$ cat config.mk
export PLATFORM = sky130hd
export DESIGN_NAME = phase_receiver_flat
export DESIGN_NICKNAME = d
export VERILOG_FILES = /design/src/rtl/phase_receiver_if.sv /design/src/rtl/phase_receiver.sv /design/src/flat_wrapper.sv
export SDC_FILE = /design/constraint.sdc
export NUM_CORES = 1
export LEC_CHECK = 0
export BUFFER_PORTS_ARGS = -buffer_cell sky130_fd_sc_hd__buf_2
export CAP_MARGIN = 20
export CORE_AREA = 5 5 67 69
export DETAILED_ROUTE_END_ITERATION = 10
export DIE_AREA = 0 0 72 74
export GPL_ROUTABILITY_DRIVEN = 0
export GPL_TIMING_DRIVEN = 1
export PLACE_DENSITY = 0.77
export SETUP_SLACK_MARGIN = 0.15
export SYNTH_ARGS = -nofsm -noshare
export SYNTH_HDL_FRONTEND = slang
export SYNTH_SLANG_ARGS = --single-unit
$ cat constraint.sdc
create_clock -name clock -period 3.2 [get_ports clock]
set_input_delay 0.64 -clock clock [delete_from_list [all_inputs] [get_ports clock]]
set_output_delay 0.64 -clock clock [all_outputs]
set_load 0.02 [all_outputs]
$ cat src/rtl/phase_receiver_if.sv
// Purpose : bundles the phase-strobe inputs and status outputs of phase_receiver.
// Ports   : master = controller/stimulus side (drives strobes, halt_op, clear_err);
//           slave  = receiver side (drives phase_en, phase_idx, instr_count, flags).
interface phase_receiver_if #(
  parameter int CNT_W = 16
);
  logic [4:0]       phase_in;
  logic             halt_op;
  logic             clear_err;
  logic [4:0]       phase_en;
  logic [2:0]       phase_idx;
  logic [CNT_W-1:0] instr_count;
  logic             haltout;
  logic             busy;
  logic             error;
  logic [1:0]       err_code;

  modport master (
    output phase_in, halt_op, clear_err,
    input  phase_en, phase_idx, instr_count, haltout, busy, error, err_code
  );

  modport slave (
    input  phase_in, halt_op, clear_err,
    output phase_en, phase_idx, instr_count, haltout, busy, error, err_code
  );
endinterface

$ cat src/rtl/phase_receiver.sv
// Purpose : checks five-phase controller strobes, emits one-hot stage enables, counts instructions.
// Latency : one clock from accepted strobe to phase_en pulse; back-to-back strobes accepted.
// Backpr. : none; strobes are never stalled, bad ones latch a sticky error until clear_err.
// Ports   : clock, reset (async active-high); bus.slave carries phase_in/halt_op/clear_err in,
//           phase_en/phase_idx/instr_count/haltout/busy/error/err_code out (all registered).
module phase_receiver #(
  parameter int CNT_W = 16
) (
  input logic             clock,
  input logic             reset,
  phase_receiver_if.slave bus
);

  typedef enum logic [1:0] {
    RUN    = 2'd0,
    HALTED = 2'd1,
    ERROR  = 2'd2
  } state_t;

  localparam logic [1:0] ERR_NONE  = 2'd0;
  localparam logic [1:0] ERR_MULTI = 2'd1;
  localparam logic [1:0] ERR_ORDER = 2'd2;
  localparam logic [1:0] ERR_HALT  = 2'd3;

  state_t           state_q, state_d;
  logic [2:0]       exp_q, exp_d;
  logic [4:0]       phase_en_q, phase_en_d;
  logic [2:0]       phase_idx_q, phase_idx_d;
  logic [CNT_W-1:0] cnt_q, cnt_d;
  logic             halt_q, halt_d;
  logic             busy_q, busy_d;
  logic             err_q, err_d;
  logic [1:0]       code_q, code_d;

  logic             strobe_any;
  logic             strobe_multi;
  logic [4:0]       exp_mask;

  assign strobe_any   = (bus.phase_in != 5'd0);
  // x & (x-1) clears the lowest set bit; anything left means two or more strobes.
  assign strobe_multi = ((bus.phase_in & (bus.phase_in - 5'd1)) != 5'd0);
  assign exp_mask     = 5'd1 << exp_q;

  always_comb begin
    state_d     = state_q;
    exp_d       = exp_q;
    phase_en_d  = 5'd0;          // enables are single-cycle pulses
    phase_idx_d = phase_idx_q;
    cnt_d       = cnt_q;
    halt_d      = halt_q;
    err_d       = err_q;
    code_d      = code_q;

    unique case (state_q)
      RUN: begin
        if (strobe_any) begin
          if (strobe_multi) begin
            state_d = ERROR;
            err_d   = 1'b1;
            code_d  = ERR_MULTI;
          end else if (bus.phase_in == exp_mask) begin
            phase_en_d  = bus.phase_in;
            phase_idx_d = exp_q;
            if (exp_q == 3'd4) begin
              exp_d = 3'd0;
              cnt_d = cnt_q + CNT_W'(1);
              // halt_op only matters on the closing phase of an instruction.
              if (bus.halt_op) begin
                halt_d  = 1'b1;
                state_d = HALTED;
              end
            end else begin
              exp_d = exp_q + 3'd1;
            end
          end else begin
            state_d = ERROR;
            err_d   = 1'b1;
            code_d  = ERR_ORDER;
          end
        end
      end

      HALTED: begin
        if (strobe_any) begin
          state_d = ERROR;
          err_d   = 1'b1;
          code_d  = ERR_HALT;
        end
      end

      ERROR: begin
        // Strobes are dropped here; clear_err wins over any same-cycle strobe.
        if (bus.clear_err) begin
          state_d = RUN;
          exp_d   = 3'd0;
          err_d   = 1'b0;
          code_d  = ERR_NONE;
          halt_d  = 1'b0;
        end
      end

      default: begin
        state_d = RUN;
        exp_d   = 3'd0;
      end
    endcase

    busy_d = (state_d == RUN) && (exp_d != 3'd0);
  end

  always_ff @(posedge clock or posedge reset) begin
    if (reset) begin
      state_q     <= RUN;
      exp_q       <= 3'd0;
      phase_en_q  <= 5'd0;
      phase_idx_q <= 3'd0;
      cnt_q       <= '0;
      halt_q      <= 1'b0;
      busy_q      <= 1'b0;
      err_q       <= 1'b0;
      code_q      <= ERR_NONE;
    end else begin
      state_q     <= state_d;
      exp_q       <= exp_d;
      phase_en_q  <= phase_en_d;
      phase_idx_q <= phase_idx_d;
      cnt_q       <= cnt_d;
      halt_q      <= halt_d;
      busy_q      <= busy_d;
      err_q       <= err_d;
      code_q      <= code_d;
    end
  end

  assign bus.phase_en    = phase_en_q;
  assign bus.phase_idx   = phase_idx_q;
  assign bus.instr_count = cnt_q;
  assign bus.haltout     = halt_q;
  assign bus.busy        = busy_q;
  assign bus.error       = err_q;
  assign bus.err_code    = code_q;

endmodule

$ cat src/flat_wrapper.sv
// flat-port wrapper written by rule: the top's interface ports become plain ports
module phase_receiver_flat 
#(
  parameter int CNT_W = 16
)
  (clock, reset, bus_phase_in, bus_halt_op, bus_clear_err, bus_phase_en, bus_phase_idx, bus_instr_count, bus_haltout, bus_busy, bus_error, bus_err_code);
  phase_receiver_if #(.CNT_W(CNT_W)) bus_i ();
  input logic clock;
  input logic reset;
  input wire logic [$bits(bus_i.phase_in)-1:0] bus_phase_in;
  input wire logic [$bits(bus_i.halt_op)-1:0] bus_halt_op;
  input wire logic [$bits(bus_i.clear_err)-1:0] bus_clear_err;
  output wire logic [$bits(bus_i.phase_en)-1:0] bus_phase_en;
  output wire logic [$bits(bus_i.phase_idx)-1:0] bus_phase_idx;
  output wire logic [$bits(bus_i.instr_count)-1:0] bus_instr_count;
  output wire logic [$bits(bus_i.haltout)-1:0] bus_haltout;
  output wire logic [$bits(bus_i.busy)-1:0] bus_busy;
  output wire logic [$bits(bus_i.error)-1:0] bus_error;
  output wire logic [$bits(bus_i.err_code)-1:0] bus_err_code;
  assign bus_i.phase_in = bus_phase_in;
  assign bus_i.halt_op = bus_halt_op;
  assign bus_i.clear_err = bus_clear_err;
  assign bus_phase_en = bus_i.phase_en;
  assign bus_phase_idx = bus_i.phase_idx;
  assign bus_instr_count = bus_i.instr_count;
  assign bus_haltout = bus_i.haltout;
  assign bus_busy = bus_i.busy;
  assign bus_error = bus_i.error;
  assign bus_err_code = bus_i.err_code;
  phase_receiver #(.CNT_W(CNT_W)) u_core (.clock(clock), .reset(reset), .bus(bus_i));
endmodule
==> key figures, run 1 <==
Yosys
  – Synthesized Nets: roughly 230
  – Share of synthesized registers carrying an async set or reset: 100%
  – Count of different cell masters after synthesis: between 40 and 50
  – Synth Register Bits: 34
  – EDFF count, synth: 0
  – Top FF cell, synth: dfrtp_1
  – Mapped cell area: about 2000 sq um
  – Synth Instances: 205
  – Syn avg cell area: just under 10 sq um
  – Seq/Total Area, Yosys: a little over two fifths
  – Ys Warns: 0

Floorplan
  – Initial Utilization: between 50 and 60%
  – Die height: about 74 microns
  – Number of cell rows: 23
  – CORE AREA: between 3000 and 4000 sq um
  – # IOs: 38
  – Die ar.: roughly 5300 sq um
  – Die X: roughly 72 microns

Drt
  – Routed WL: roughly 4300 microns
  – Vias per cell: about 5.6
  – DRC violations left: 0
  – Initial DRC Count: just over 100
  – Wirelength per Cell: roughly 15 microns
  – Final ANT Viol Nets: 0
  – Via count: 1658
  – Pre-Repair DR Iteration Count: 4

STA
  – Worst Tran Pin Value: approximately 0.63 ns
  – Final Max Slew Viols: 0
  – Final period utilization: about 86%
  – RSZ-0062 raised after global routing: false
  – Setup WS post-layout: between 0.4 and 0.5 ns
  – Hold Fails Final Rpt: 0
  – Slew margin rel.: a little under 60%
  – Setup tns final: 0 ns
  – Crit path time final: ~2.7 ns
  – Final-report setup violation count: 0
  – Fmax achieved: 364 MHz
  – Setup Skew: 0.0107 ns

Clocking
  – Setup Fix Bufs, Post-CTS: 0
  – Root Driver: clkbuf_8
  – Inserted Clock Buffers: 5
  – Worst skew pair latency: 0.29 ns
  – CTS Sinks: 34
  – Max clock buf depth: 2
  – Post-cts hold buffer count: 0
  – CTS clk-pin slew, worst paths: around 0.070 ns
  – Post-CTS resize count: 0
  – H-tree lvl count: 2
  – CTS tree: yes

Pwr
  – Net Switching: ~0.34 mW
  – Peak supply drop: between 0.3 and 0.4 mV
  – Overall power: between 1 and 1.5 mW
  – Seq pwr share: 38.0%
  – Switch share: approximately 28%
  – Leak Pwr: around 1.2 nW
  – Pint: 0.894 mW
  – Combinational cell fraction of total power: 22.9%
  – Power density over cell area: ~520 nW/um^2
  – Clock Power Share: approximately two fifths

Critical path
  – Critical path origin: u_core.exp_q[0]
  – Worst r2r path cells: 6
  – R2R Setup Slk: 0.46 ns
  – Type of the worst setup path: reg -> reg
  – WP data arrival: roughly 3 ns
  – Crit end category: flop
  – Crit path launch type: flop
  – Worst r2r src: u_core.exp_q[0]
  – Crit-path max FO: 10
  – WP data required: between 3 and 4 ns

GRT
  – Grt ovf: 0
  – Initial antenna violation count: 0
  – Total Routing Usage GR: around 18%
  – Pin count of the biggest net entering global routing: 35
  – Number of global-route vias before repair: approximately 1500
  – Wire length of the first global-routing pass: between 7000 and 8000 microns

Outcome
  – Outcome: finished clean

Hold path
  – Hold Path Class: in -> async

Layout
  – Share of layout cells above drive strength 1: between 20% and 30%
  – Fillcell total: 342
  – Finished Cell Area: 2360 sq um
  – Fin util: 61.3%
  – Layout area overhead: 18.3%
  – # nets final: 264
  – Diode count: 0

Placement
  – Dpl ws: approximately 0.42 ns
  – Post-DP HPWL: 3260 microns
  – PortBufs: 37
  – Placed Instance Area: around 2200 sq um

Job
  – MaxCap Viol Count: 0
-- power by group through the flow --
stage,Combinational [mW],Sequential (mW),Clock (mW)
after floorplan,0.186,0.501,0
after global placement,0.279,0.478,0
after detailed placement,0.281,0.479,0
after CTS,0.282,0.471,0.493
after global routing,0.316,0.473,0.513
final,0.283,0.470,0.485
-- cells in the mapped netlist (2+ instances only) --
library cell / number / area, sq um
nand2_1: 18 / 67.6
nor2_1: 19 / 71.3
o31a_1: 2 / 17.5
buf_2: 2 / 10.0
dfrtp_1: 34 / 851
nor3b_1: 2 / 15.0
and3_1: 3 / 18.8
a211oi_1: 2 / 15.0
xor2_1: 5 / 43.8
nor4b_1: 2 / 17.5
nand2b_1: 3 / 18.8
or3_1: 2 / 12.5
a21oi_1: 3 / 15.0
nand3_1: 7 / 35.0
mux2_2: 6 / 67.6
nor3_1: 7 / 35.0
xnor2_1: 11 / 96.3
o21ai_1: 2 / 10.0
clkbuf_1: 3 / 11.3
o21ai_0: 8 / 40.0
and2_1: 5 / 31.3
a31oi_1: 6 / 37.5
inv_1: 12 / 45.0
nand4_1: 7 / 43.8
ha_1: 11 / 138
-- final timing paths --
kind                                              endpoint
worst max-delay path             u_core.bus.instr_count[1]
worst min-delay path                      u_core.bus.error
worst max register to register   u_core.bus.instr_count[1]
worst min register to register  u_core.bus.instr_count[15]
max in group asynchronous                  u_core.exp_q[1]
min in group clock              u_core.bus.instr_count[15]
-- worst max-delay path: stages, from the launching register on --
cell and delay, ns:
dfrtp_1 0.45, inv_1 0.11, ha_1 0.29, a32o_1 0.32
or3_1 0.45, nor4_4 0.61, mux2_2 0.40
-- cell usage in the layout (no fill, tap or decap), types with 2 or more instances in the layout --
cell,Yosys,routed
nor3b_1,2,2
a21oi_1,3,3
nand2_1,18,18
nand3_1,7,7
dfrtp_1,34,34
o21ai_0,8,8
nor4b_1,2,2
or3_1,2,2
and3_1,3,3
clkbuf_8,0,6
nand2b_1,3,3
nor2_1,19,19
nand4_1,7,7
buf_2,2,37
xnor2_1,11,11
bufinv_16,0,2
mux2_2,6,6
xor2_1,5,5
a211oi_1,2,2
and2_1,5,5
o31a_1,2,2
inv_1,12,12
a31oi_1,6,6
o21ai_1,2,2
nor3_1,7,7
ha_1,11,11
-- layout make-up --
| class | count | area, sq um | share of cell area (%) |
|---|---|---|---|
| multi-input cells | 153 | 1070 | 45.3 |
| flip-flops and latches | 34 | 851 | 36.0 |
| repair buffers | 38 | 193 | 8.15 |
| clock buffers | 6 | 82.6 | 3.49 |
| well taps | 50 | 62.6 | 2.65 |
| clock inverters | 2 | 60.1 | 2.54 |
| inverters | 12 | 45.0 | 1.90 |
-- metrics by stage --
stage          hold slack, ns  cells
2_1_floorplan           0.528    205
3_3_place_gp            0.458    287
3_5_place_dp            0.467    287
4_1_cts                 0.445    295
5_1_grt                 0.471    295
6_report                0.433    295
-- cell families after synthesis --
| logic type | share of synthesized area [%] |
|---|---|
| simple gates | 22.3 |
| mux | 3.88 |
| flops | 42.6 |
| fa+ha+maj | 7.38 |
| compound gates | 13.0 |
| xor+xnor | 7.01 |
| buf+inv | 3.88 |
-- per-layer routing --
| layer | vias to the layer above | GRT usage (%) | share of wire [%] |
|---|---|---|---|
| met5 | - | 0 | 0 |
| met4 | 0 | 7.31 | 2.5 |
| met3 | 10 | 4.32 | 5.6 |
| met2 | 59 | 28.4 | 46 |
| met1 | 781 | 23.6 | 46 |
| li1 | 808 | - | - |
-- flip-flops by register name, indices dropped and copies added, names as in the netlist --
name                    cells
u_core.bus.haltout          1
u_core.bus.instr_count     16
u_core.bus.err_code         2
u_core.bus.error            1
u_core.bus.phase_en         5
u_core.exp_q                3
u_core.state_q              2
u_core.bus.busy             1
u_core.bus.phase_idx        3
Note: power is estimated with default switching activity, not from simulation.
==> run 2: changes to the inputs <==
--- a/config.mk
+++ b/config.mk
@@ -5,11 +5,12 @@
 export SDC_FILE = /design/constraint.sdc
 export NUM_CORES = 1
 export LEC_CHECK = 0
+export ABC_AREA = 1
 export BUFFER_PORTS_ARGS = -buffer_cell sky130_fd_sc_hd__buf_2
 export CAP_MARGIN = 20
-export CORE_AREA = 5 5 67 69
+export CORE_AREA = 5 5 66 68
 export DETAILED_ROUTE_END_ITERATION = 10
-export DIE_AREA = 0 0 72 74
+export DIE_AREA = 0 0 71 73
 export GPL_ROUTABILITY_DRIVEN = 0
 export GPL_TIMING_DRIVEN = 1
 export PLACE_DENSITY = 0.77
==> run 2 against run 1 <==
  * First-iteration DRC count down 28%
  * Critical endpoint is now u_core.bus.instr_count[12]
  * Combinational power down 16%
  * Critical path type unchanged
  * Largest cell class unchanged
  * Count of clock-buffer cells in the layout unchanged
  * Critical path depth up 5
==> key figures, run 2 <==
Outcome
  – Outcome: finished clean

STA
  – Setup WS post-layout: just under 1 ns
  – Hold Fails Final Rpt: 0
  – Setup Skew: 0.00719 ns
  – Worst Tran Pin Value: between 0.4 and 0.5 ns
  – Final Max Slew Viols: 0
  – Slew margin rel.: between 60 and 70%
  – Setup tns final: 0 ns
  – RSZ-0062 raised after global routing: false
  – Crit path time final: 2.23 ns
  – Final-report setup violation count: 0
  – Fmax achieved: about 450 MHz
  – Final period utilization: 69.7%

Pwr
  – Power density over cell area: approximately 460 nW/um^2
  – Leak Pwr: 1.31 nW
  – Peak supply drop: about 0.29 mV

Drt
  – Via count: about 1600
  – DRC violations left: 0
  – Wirelength per Cell: between 10 and 15 microns
  – Pre-Repair DR Iteration Count: 4
  – Final ANT Viol Nets: 0
  – Routed WL: ~3600 microns
  – Vias per cell: 4.83
  – Initial DRC Count: 74

GRT
  – Grt ovf: 0
  – Wire length of the first global-routing pass: about 6600 microns
  – Initial antenna violation count: 0
  – Pin count of the biggest net entering global routing: 35
  – Number of global-route vias before repair: 1558
  – Total Routing Usage GR: 16.1%

Critical path
  – R2R Setup Slk: just under 1 ns
  – Crit path launch type: flop
  – WP data arrival: 2.44 ns
  – Crit-path max FO: 13
  – WP data required: 3.41 ns
  – Type of the worst setup path: reg -> reg
  – FF-to-FF End: u_core.bus.instr_count[12]
  – Worst r2r src: u_core.exp_q[0]
  – Crit end category: flop
  – Worst r2r path cells: 11

Yosys
  – Synth Instances: roughly 230
  – Synth Register Bits: 34
  – Most frequent cells after synthesis: 65 x nand2_1, 34 x dfrtp_1, 28 x inv_1, 21 x nor2_1, 16 x nand3_1
  – Count of different cell masters after synthesis: 27
  – Top post-synthesis cells by area: dfrtp_1 44%, nand2_1 13%, ha_1 7.1%
  – Synthesized Nets: approximately 250
  – Most numerous cell in the Yosys netlist: nand2_1
  – Cell taking the most area after synthesis: dfrtp_1
  – Top FF cell, synth: dfrtp_1
  – Seq/Total Area, Yosys: 44.0%
  – Share of synthesized registers carrying an async set or reset: between 90% and 100%
  – Mapped cell area: between 1500 and 2000 sq um
  – Syn avg cell area: 8.34 sq um
  – Yosys top cell area share: 44.0%
  – EDFF count, synth: 0
  – Ys Warns: 0

Layout
  – Commonest non-fill, non-tap cell in the layout: nand2_1
  – Final Instance Count excl. Fillers: around 330
  – Reg area: 851 sq um
  – Finished Cell Area: roughly 2300 sq um
  – # nets final: between 200 and 300
  – Fin util: between 50% and 60%
  – Share of layout cells above drive strength 1: about a quarter
  – Fillcell total: between 300 and 400
  – Multi-input gate area: ~960 sq um
  – Number of flip-flops in the largest register: 16
  – Layout area overhead: 17.3%
  – Diode count: 0
  – Commonest non-fill, non-tap cells in the layout: 65 x nand2_1, 37 x buf_2, 34 x dfrtp_1

Clocking
  – Max clock buf depth: 2
  – Post-cts hold buffer count: 0
  – CTS tree: yes
  – Root Driver: clkbuf_8
  – Setup Fix Bufs, Post-CTS: 0
  – Inserted Clock Buffers: 5
  – CTS Sinks: 34
  – Post-CTS resize count: 0
  – CTS clk-pin slew, worst paths: roughly 0.07 ns
  – H-tree lvl count: 2
  – Worst skew pair latency: a little under 0.3 ns

Floorplan
  – Initial Utilization: between 50% and 60%
  – Number of cell rows: 23
  – Die height: approximately 73 microns
  – # IOs: 38
  – Die ar.: between 5000 and 6000 sq um
  – Die X: between 70 and 80 microns
  – CORE AREA: about 3800 sq um

Placement
  – Post-DP HPWL: 2910 microns
  – Placed insts: 319
  – Dpl ws: between 0.9 and 1 ns
  – Placed Instance Area: between 2000 and 2500 sq um
  – PortBufs: 37

Hold path
  – Hold Path Class: in -> async

Job
  – MaxCap Viol Count: 0
## run 2: cells by family (layout without fill, tap and decap cells)
kind of cell    Yosys count  in the layout  synth area share (%)
compound gates           12             12                  3.43
mux                       1              1                 0.517
flops                    34             34                  44.0
fa+ha+maj                11             11                  7.12
xor+xnor                 16             16                  7.24
simple gates            127            127                  31.1
buf+inv                  31             76                  6.60
## run 2: cell type report
class                           count  share of cell area (%)
Multi-Input combinational cell    167                    42.1
Clock buffer                        6                    3.64
Inverter                           30                    4.96
Sequential cell                    34                    37.5
Tap cell                           50                    2.76
Clock inverter                      2                   0.551
Timing Repair Buffer               38                    8.49
## run 2: how the worst max path moves through the flow
stage,start,end,cells after the start
6_report,u_core.exp_q[0],u_core.bus.instr_count[12],11
2_1_floorplan,u_core.exp_q[0],u_core.bus.instr_count[4],12
4_1_cts,u_core.exp_q[0],u_core.bus.instr_count[12],12
3_5_place_dp,bus_phase_in[0],u_core.bus.instr_count[12],11
5_1_grt,u_core.exp_q[0],u_core.bus.instr_count[12],12
3_3_place_gp,bus_phase_in[0],u_core.bus.instr_count[13],11
## run 2: critical path, stage by stage, from the launching register on
cell and delay, ns:
dfrtp_1 0.41, inv_1 0.13, ha_1 0.22, nand2_1 0.14, inv_1 0.12, a21oi_1 0.08, nor2_4 0.15, nand3_4 0.10
nor2_4 0.29, nand3_1 0.18, nor2_1 0.16, xor2_1 0.16
## run 2: per-layer routing
metal | track usage (%) | routed length, microns | vias to the layer above
met5 | 0 | 0 | -
met4 | 6.89 | 69 | 0
met2 | 28.7 | 1830 | 26
li1 | - | - | 816
met1 | 17.8 | 1550 | 733
met3 | 4.68 | 180 | 6
## run 2: through the flow
stage          hold slack, ns  power [mW]
3_5_place_dp            0.462       0.732
5_1_grt                 0.467        1.12
2_1_floorplan           0.575       0.664
6_report                0.426        1.05
4_1_cts                 0.434        1.06
3_3_place_gp            0.455       0.728
## run 2: where the power goes
group / internal (mW) / switching, mW / leakage (nW)
Clock: 0.173 / 0.154 / 0.0472
Sequential: 0.461 / 0.0227 / 0.455
Combinational: 0.0821 / 0.154 / 0.811
Total: 0.715 / 0.331 / 1.31
==> run 3: changes to the inputs <==
==> constraint.sdc (replaced) <==
create_clock -name clock -period 2.1 [get_ports clock]
set_input_delay 0.42 -clock clock [delete_from_list [all_inputs] [get_ports clock]]
set_output_delay 0.42 -clock clock [all_outputs]
set_load 0.02 [all_outputs]
==> run 3 against run 2 <==
  * Clock power increased by 53%
  * Register-to-register slack got worse by 0.95 ns
  * Routed wire length grew 18%
  * Via count rose by 7.3%
  * Non-clock buffer count is 14 higher
  * Critical path type unchanged
==> key figures, run 3 (synthesis results as in run 2) <==
Critical path
  – R2R Setup Slk: ~0.018 ns
  – WP data arrival: around 2.3 ns
  – Crit path capture: u_core.bus.instr_count[13]
  – Type of the worst setup path: reg -> reg
  – Worst r2r src: u_core.exp_q[1]
  – CP Cell Sequence: ha_4 -> ha_4 -> nand2_2 -> nand2_2 -> nor2_2 -> nand2_2 -> nor2_4 -> nand3_4 -> nor2_4 -> buf_12 -> nand3_4 -> nor2_4 -> xor2_1
  – Slowest CP cell: dfrtp_2
  – Largest delay share family, worst path: simple AND/OR/NAND/NOR gates
  – WP depth: 13
  – WP data required: ~2.3 ns
  – Critical path origin: u_core.exp_q[1]
  – Crit path launch type: flop
  – WP buf/inv: 1
  – Worst r2r path cells: 13
  – Crit end category: flop
  – Critical path's largest stage delay: approximately 0.45 ns
  – Crit-path max FO: 5
  – FF-to-FF End: u_core.bus.instr_count[13]

Floorplan
  – CORE AREA: ~3800 sq um
  – Number of cell rows: 23
  – Die height: approximately 73 microns
  – Die X: around 71 microns
  – Initial Utilization: between 50 and 60%
  – # IOs: 38
  – Die ar.: 5180 sq um

Drt
  – Final ANT Viol Nets: 0
  – Vias per cell: approximately 5.0
  – Pre-Repair DR Iteration Count: 4
  – Initial DRC Count: a little over 90
  – Routed WL: 4310 microns
  – DRC violations left: 0
  – Via count: 1696
  – Wirelength per Cell: 12.6 microns

STA
  – Final-report setup violation count: 0
  – Worst Tran Pin Value: about 0.7 ns
  – RSZ-0062 raised after global routing: true
  – Final period utilization: between 90% and 100%
  – Hold WS: between 0.1 and 0.15 ns
  – Crit path time final: 2.08 ns
  – Hold Fails Final Rpt: 0
  – Final Max Slew Viols: 0
  – Fmax achieved: between 400 and 500 MHz
  – Setup Skew: approximately 0.004 ns
  – Setup WS post-layout: about 0.018 ns
  – Slew margin rel.: between 50% and 60%
  – Setup tns final: 0 ns

Layout
  – Diode count: 0
  – Commonest non-fill, non-tap cell in the layout: nand2_1
  – Final Instance Count excl. Fillers: roughly 340
  – # nets final: 310
  – Number of flip-flops in the largest register: 16
  – Fin util: 66.9%
  – Finished Cell Area: 2540 sq um
  – Share of layout cells above drive strength 1: a little over a third
  – Layout area overhead: 31.3%
  – Commonest non-fill, non-tap cells in the layout: 60 x nand2_1, 37 x buf_2, 31 x dfrtp_1

Pwr
  – Overall power: ~1.6 mW
  – Power density over cell area: 637 nW/um^2
  – Leak Pwr: roughly 1.4 nW
  – Peak supply drop: 0.297 mV

Clocking
  – CTS clk-pin slew, worst paths: 0.07 ns
  – H-tree lvl count: 2
  – Worst skew pair latency: 0.29 ns
  – CTS tree: yes
  – CTS Sinks: 34
  – Root Driver: clkbuf_8
  – Max clock buf depth: 2
  – Inserted Clock Buffers: 5

Job
  – MaxCap Viol Count: 0

GRT
  – Grt ovf: 0
  – Pin count of the biggest net entering global routing: 21
  – Wire length of the first global-routing pass: slightly below 7000 microns
  – Total Routing Usage GR: between 10% and 20%
  – Number of global-route vias before repair: 1680
  – Initial antenna violation count: 0

Hold path
  – Hold Path Class: in -> async

Placement
  – Placed insts: about 320
  – Dpl ws: about 0.017 ns
  – PortBufs: 37
  – Placed Instance Area: between 2000 and 2500 sq um
  – Post-DP HPWL: 2990 microns

Outcome
  – Outcome: finished clean
run 3: timing repair:
item,4_1_cts,5_1_grt
pin swaps,5,5
cloned,0,0
hold buffers,0,0
setup buffers,7,3
resized for setup,15,24
setup endpoints to repair,16,32
run 3: cell type report:
| cell class | count | area (sq um) |
|---|---|---|
| clock buffer | 7 | 86.3 |
| clock inverter | 1 | 5.00 |
| fill | 326 | 1260 |
| inverter | 30 | 113 |
| multi-input combinational | 167 | 1100 |
| sequential | 34 | 855 |
| tap | 50 | 62.6 |
| timing repair buffer | 52 | 322 |
run 3: how the worst min path moves through the flow:
stage | startpoint | end | slack (ns) | depth (start not counted)
floorplan | bus_phase_in[0] | u_core.bus.phase_en[0] | 0.54 | 2
global placement | reset | u_core.bus.instr_count[13] | 0.44 | 3
detailed placement | reset | u_core.bus.instr_count[13] | 0.45 | 3
CTS | reset | u_core.bus.instr_count[13] | 0.14 | 3
global route | reset | u_core.bus.instr_count[15] | 0.17 | 3
finish | reset | u_core.bus.instr_count[15] | 0.14 | 3
run 3: power breakdown:
group	internal (mW)	switching [mW]
Clock	0.264	0.234
Sequential	0.702	0.0384
Combinational	0.133	0.245
run 3: worst reg2reg max path, stage by stage, from the launching register on:
cell     delay (ns)
dfrtp_2        0.45
ha_4           0.18
ha_4           0.15
nand2_2        0.06
nand2_2        0.05
nor2_2         0.10
nand2_2        0.07
nor2_4         0.11
nand3_4        0.09
nor2_4         0.18
buf_12         0.14
nand3_4        0.11
nor2_4         0.13
xor2_1         0.17
run 3: layer usage:
| metal | global-route usage [%] | share of wire, % | vias up |
|---|---|---|---|
| li1 | - | - | 845 |
| met1 | 18.4 | 41 | 796 |
| met2 | 30.7 | 53 | 44 |
| met3 | 4.96 | 4.6 | 11 |
| met4 | 7.72 | 2.0 | 0 |
| met5 | 0 | 0 | - |
